===== src/rtl/queue_pkg.sv =====
// Shared sizing and pointer helpers for the multi-channel circular FIFO.
package queue_pkg;

  function automatic int ptr_w(input int depth);
    return ($clog2(depth) < 1) ? 1 : $clog2(depth);
  endfunction

  function automatic int cnt_w(input int depth);
    return $clog2(depth + 1);
  endfunction

  // Pointers wrap at DEPTH-1 so non-power-of-two depths work.
  function automatic int ptr_inc(input int p, input int depth);
    return (p == depth - 1) ? 0 : p + 1;
  endfunction

endpackage


===== src/rtl/queue_fifo_mem.sv =====
// Register-array storage: one write port, one registered read port.
module queue_fifo_mem
  import queue_pkg::*;
#(
  parameter int DW    = 16,
  parameter int DEPTH = 3,
  parameter int PW    = 2
) (
  input  logic          clk,
  input  logic          rst,
  input  logic          we,
  input  logic [PW-1:0] waddr,
  input  logic [DW-1:0] wdata,
  input  logic          re,
  input  logic [PW-1:0] raddr,
  output logic [DW-1:0] rdata
);

  logic [DW-1:0] mem_q [DEPTH];
  logic [DW-1:0] rdata_q;
  logic [DW-1:0] rdata_d;

  // Storage is deliberately left uninitialised on reset.
  always_ff @(posedge clk) begin
    if (we) begin
      mem_q[waddr] <= wdata;
    end
  end

  always_comb begin
    rdata_d = rdata_q;
    if (re) begin
      rdata_d = mem_q[raddr];
    end
  end

  always_ff @(posedge clk) begin
    if (rst) begin
      rdata_q <= '0;
    end else begin
      rdata_q <= rdata_d;
    end
  end

  assign rdata = rdata_q;

endmodule


===== src/rtl/queue_fifo_mc.sv =====
// Multi-channel circular FIFO with count, flags and almost-full.
// Optional sticky error flags under QUEUE_FIFO_ERR_EN.
module queue_fifo_mc
  import queue_pkg::*;
#(
  parameter int WIDTH    = 8,
  parameter int DEPTH    = 3,
  parameter int CHANNELS = 1,
  parameter int AF_LEVEL = 2
) (
  input  logic                        clk,
  input  logic                        rst,
  input  logic                        in_vld,
  output logic                        in_rdy,
  input  logic [WIDTH*CHANNELS-1:0]   din,
  input  logic                        rd_en,
  output logic [WIDTH*CHANNELS-1:0]   dout,
  output logic                        dout_vld,
  output logic [$clog2(DEPTH+1)-1:0]  count,
  output logic                        empty,
  output logic                        full,
  output logic                        almost_full,
  output logic                        ovf_err,
  output logic                        udf_err
);

  localparam int PW = ptr_w(DEPTH);
  localparam int CW = cnt_w(DEPTH);
  localparam int DW = WIDTH * CHANNELS;

  logic [PW-1:0] wr_ptr_q, wr_ptr_d;
  logic [PW-1:0] rd_ptr_q, rd_ptr_d;
  logic [CW-1:0] count_q, count_d;
  logic          dout_vld_q, dout_vld_d;
  logic          push, pop;

  assign empty       = (count_q == '0);
  assign full        = (count_q == CW'(DEPTH));
  assign almost_full = (count_q >= CW'(AF_LEVEL));
  assign in_rdy      = !full;
  assign count       = count_q;
  assign dout_vld    = dout_vld_q;

  always_comb begin
    push       = in_vld && !full;
    pop        = rd_en && !empty;
    wr_ptr_d   = wr_ptr_q;
    rd_ptr_d   = rd_ptr_q;
    count_d    = count_q;
    dout_vld_d = pop;
    if (push) begin
      wr_ptr_d = PW'(ptr_inc(int'(wr_ptr_q), DEPTH));
    end
    if (pop) begin
      rd_ptr_d = PW'(ptr_inc(int'(rd_ptr_q), DEPTH));
    end
    unique case ({push, pop})
      2'b10:   count_d = count_q + CW'(1);
      2'b01:   count_d = count_q - CW'(1);
      default: count_d = count_q;
    endcase
  end

  always_ff @(posedge clk) begin
    if (rst) begin
      wr_ptr_q   <= '0;
      rd_ptr_q   <= '0;
      count_q    <= '0;
      dout_vld_q <= 1'b0;
    end else begin
      wr_ptr_q   <= wr_ptr_d;
      rd_ptr_q   <= rd_ptr_d;
      count_q    <= count_d;
      dout_vld_q <= dout_vld_d;
    end
  end

  queue_fifo_mem #(
    .DW    (DW),
    .DEPTH (DEPTH),
    .PW    (PW)
  ) u_mem (
    .clk   (clk),
    .rst   (rst),
    .we    (push && !rst),
    .waddr (wr_ptr_q),
    .wdata (din),
    .re    (pop && !rst),
    .raddr (rd_ptr_q),
    .rdata (dout)
  );

`ifdef QUEUE_FIFO_ERR_EN
  logic ovf_err_q, ovf_err_d;
  logic udf_err_q, udf_err_d;

  always_comb begin
    ovf_err_d = ovf_err_q || (in_vld && full);
    udf_err_d = udf_err_q || (rd_en && empty);
  end

  always_ff @(posedge clk) begin
    if (rst) begin
      ovf_err_q <= 1'b0;
      udf_err_q <= 1'b0;
    end else begin
      ovf_err_q <= ovf_err_d;
      udf_err_q <= udf_err_d;
    end
  end

  assign ovf_err = ovf_err_q;
  assign udf_err = udf_err_q;
`else
  assign ovf_err = 1'b0;
  assign udf_err = 1'b0;
`endif

endmodule

===== config.mk =====
export PLATFORM = sky130hd
export DESIGN_NAME = queue_fifo_mc
export DESIGN_NICKNAME = d
export VERILOG_FILES = /design/src/rtl/queue_pkg.sv /design/src/rtl/queue_fifo_mem.sv /design/src/rtl/queue_fifo_mc.sv
export SDC_FILE = /design/constraint.sdc
export NUM_CORES = 1
export LEC_CHECK = 0
export CAP_MARGIN = 20
export CORE_MARGIN = 5
export CORE_UTILIZATION = 54
export DETAILED_ROUTE_END_ITERATION = 12
export PLACE_DENSITY = 0.83
export REMOVE_ABC_BUFFERS = 1
export SYNTH_ARGS = -nofsm -noshare
export SYNTH_HDL_FRONTEND = slang
export SYNTH_SLANG_ARGS = --single-unit

===== constraint.sdc =====
create_clock -name clk -period 4.9 [get_ports clk]
set_input_delay 1.225 -clock clk [delete_from_list [all_inputs] [get_ports clk]]
set_output_delay 1.225 -clock clk [all_outputs]
set_load 0.02 [all_outputs]

==> results by stage <==
STA:
- The maximum frequency from static timing analysis is 356 MHz.
- The hold violation count in the final report is 0.
- Setup violations remaining at the end of the flow were counted as 0.
- The worst hold slack across all endpoints is 0.467 ns.
- In the finished design, the share of the clock period the worst path needs comes to 0.574.
- Headroom to the max-slew limit came out at 0.602.
- The minimum clock period after layout is 2.81 ns.
- The count of pins over their slew limit is 0.
- Across the routed clock network, the largest skew measured is 0.00853 ns.
- For the pin with the worst max-slew slack, the measured transition is 0.595 ns.
- Setup repair after global routing left no endpoint under its margin.
- The final worst slack is 2.09 ns.
- The total negative setup slack is 0 ns.

Worst setup path:
- The family with the most delay on the worst path is buffers and inverters.
- By startpoint and endpoint, the worst setup path is classified as reg -> out.
- The number of buffers and inverters on the critical path is 2.
- The register-to-register path setup slack is 3.09 ns.
- Tracing the worst setup path back leads to its startpoint at count[0].
- In this run the worst path has a maximum fanout of 7.
- The startpoint identified for the worst register-to-register timing path is count[1].
- At the worst endpoint, the required time is 3.67 ns.
- The cell with the largest stage delay on the worst path is clkdlybuf4s50_1.
- The worst setup path is launched from a flop.
- The worst setup path is captured at an output port.
- The signal on the critical path passes through nand2_1 > inv_1 > clkdlybuf4s50_1.
- The data arrival time of the worst path is 1.59 ns.
- On the worst path, the slowest cell contributes a delay of 0.60 ns.

Placed design:
- The number of buffer cells added on primary ports is 26.
- The wire-length estimate of the detail-placed layout is 1900 um.
- The placement-stage worst setup slack is 1.95 ns.
- The global placer's final weighted congestion is 0.797.
- The number of instances in the placed design is 171.

Logic synthesis:
- The average instance in the mapped netlist occupies 12.9 um2.
- The cell count after synthesis is 118.
- The synthesized netlist occupies a cell area of 1520 um2.
- The sequential share of the synthesized area is 0.673.
- The Yosys step of the flow raised 0 warnings.
- The post-synthesis register bit count is 39.
- The number of different library cells used by synthesis comes to 25.

Global routing:
- The via count of the first global-routing pass is 934.
- The first global-routing pass estimated 4440 um of wire.
- The number of antenna violations at the first check in global routing came to 0.
- The pin count of the biggest net entering global routing is 20.
- After global routing the overflow that remains totals 0.
- The aggregate global-route resource usage is 0.146.

CTS:
- The number of hold-repair buffers added at the cts stage is 0.
- The number of cells upsized or downsized after cts is 0.
- Buffers added to address setup during post-CTS repair amount to 0.
- The number of buffers on the longest clock path is 2.
- The sink count of the clock tree is 39.
- The CTS clock-pin slew for the worst setup and hold paths is 0.11 ns.
- The TritonCTS clock tree is built.
- In this run, CTS created clock tree buffers numbering 5.
- The clock tree synthesis step divided the H-tree into 2 levels.
- The clock latency on the worst-skew pair is 0.34 ns.
- The root buffer cell chosen for the clock tree is clkbuf_4.

Finish:
- After the last flow step, the layout net total stands at 160.
- The number of antenna cells inserted is 0.
- The share of layout cells above drive strength 1 is 0.128.
- The area taken by flip-flops and latches is 1020 um2.
- The multi-input logic area is 442 um2.
- The fill cell instance count of the final layout is 209.
- Compared with the post-synthesis result, the final layout area differs by 22.0%.
- The finished layout holds 179 standard cells, fillers aside.
- The end-of-flow core utilization is 0.677.

Die:
- The region available for standard cell placement spans 2730 um2.
- The initial utilization of the core area, before any placement, comes to 0.555.
- The area of the die is 3970 um2.
- In this run the core area contains 19 standard-cell rows.
- 29 I/O pins were placed.
- The die is 63.0 um wide.
- In this run the vertical extent of the chip is 63.0 um.

Run:
- The number of max-cap violations is 0.

Min path:
- The tightest min-delay check is of the reg -> reg type.
- In this run the most critical hold path is launched from u_mem.rdata[4].

Power:
- In this run the power density over the cells is 441 nW/um2.
- The worst vdd rail ir drop is 327 uV.
- The static leakage power is 0.617 nW.

Detailed routing:
- After detailed routing, the number of vias per cell comes to 5.40.
- After detailed routing, the number of remaining DRC violations is 0.
- The detailed-route via count is 967.
- In this run, the number of DRC markers left after iteration 0 of detailed routing was 60.
- Dividing the detail-routed wire length by the instance count gives 15.5 um.
- Summed over all layers, the routed wires come to 2770 um.
- The remaining antenna violation count is 0.
- The first TritonRoute pass finished after 4 iterations.

Run status:
- The flow ran to the end, and the final reports show no timing, DRC or antenna violations.
cell usage in the layout (no fill, tap or decap), drive strengths merged, types with 2 or more instances in the layout:
master / instances
nor4b: 2
conb: 2
nor2: 3
a21oi: 13
clkbuf: 5
dfxtp: 15
buf: 4
clkinv: 2
clkdlybuf4s50: 26
mux2: 8
nand2b: 8
or3: 3
o211ai: 8
edfxtp: 24
inv: 2
o21ai: 2
nand2: 13
flip-flops by register name (all words and copies together) (netlist names):
signal,cells
dout_vld,1
u_mem.mem_q,24
wr_ptr_q,2
count,2
rd_ptr_q,2
u_mem.rdata,8
power breakdown:
part | switching [W] | total (W) | internal [W]
Combinational | 0.000120 | 0.000238 | 0.000117
Sequential | 0.0000389 | 0.000424 | 0.000385
Clock | 0.000103 | 0.000156 | 0.0000526
Total | 0.000262 | 0.000817 | 0.000555
worst paths after layout:
check,endpoint,depth (start not counted)
max,full,3
min,u_mem.rdata[4],2
max reg2reg,count[1],6
min reg2reg,u_mem.rdata[4],2
tightest hold or removal path: cells and delay by family (launching register included):
kind	cells	cell delay, ns
compound gates	1	0.05
simple gates	1	0.05
flops	1	0.33
cells in the mapped netlist:
cell type / count / area share
nor2_1: 3 / 0.0074
inv_2: 1 / 0.0025
nor4b_1: 2 / 0.012
or3_1: 3 / 0.012
mux2_2: 8 / 0.059
buf_4: 2 / 0.0099
buf_2: 2 / 0.0066
buf_6: 1 / 0.0074
dfxtp_1: 15 / 0.20
nor4_1: 1 / 0.0041
ha_1: 1 / 0.0082
nand2b_1: 8 / 0.033
xor2_1: 1 / 0.0058
edfxtp_1: 24 / 0.47
conb_1: 1 / 0.0025
nand2_1: 13 / 0.032
nand3b_1: 1 / 0.0049
clkbuf_1: 4 / 0.0099
a21bo_1: 1 / 0.0066
or3b_1: 1 / 0.0058
xnor2_1: 1 / 0.0058
o211ai_1: 8 / 0.040
o21ai_0: 2 / 0.0066
a21oi_1: 13 / 0.043
inv_1: 1 / 0.0025
per-stage QoR:
step                total power, W  instance area [um2]
floorplan                 0.000555                 1470
global placement          0.000659                 1800
detailed placement        0.000670                 1800
CTS                       0.000820                 1850
global route              0.000861                 1850
finish                    0.000817                 1850
final cells by class:
cell class              instances  share of cell area
multi-input cells              69               0.239
repair buffers                 30               0.157
clock inverters                 3             0.00811
inverters                       2             0.00405
well taps                      31              0.0209
flip-flops and latches         39               0.551
clock buffers                   5              0.0203
logic make-up after synthesis:
kind of cell | share of synthesized area
AO/OA/AOI/OAI | 0.0956
XOR/XNOR | 0.0115
adder cells (fa/ha/maj) | 0.00824
buffers and inverters | 0.0387
flip-flops | 0.673
multiplexers | 0.0594
other | 0.00247
AND/OR/NAND/NOR | 0.111
routing by layer:
metal	global-route usage	vias to the layer above	part of all wire
met2	0.269	20	0.54
met5	0	-	0
met4	0.0477	0	0.012
met1	0.149	461	0.41
li1	-	482	-
met3	0.0522	4	0.042
No activity file was read; power rests on OpenSTA's default activity.
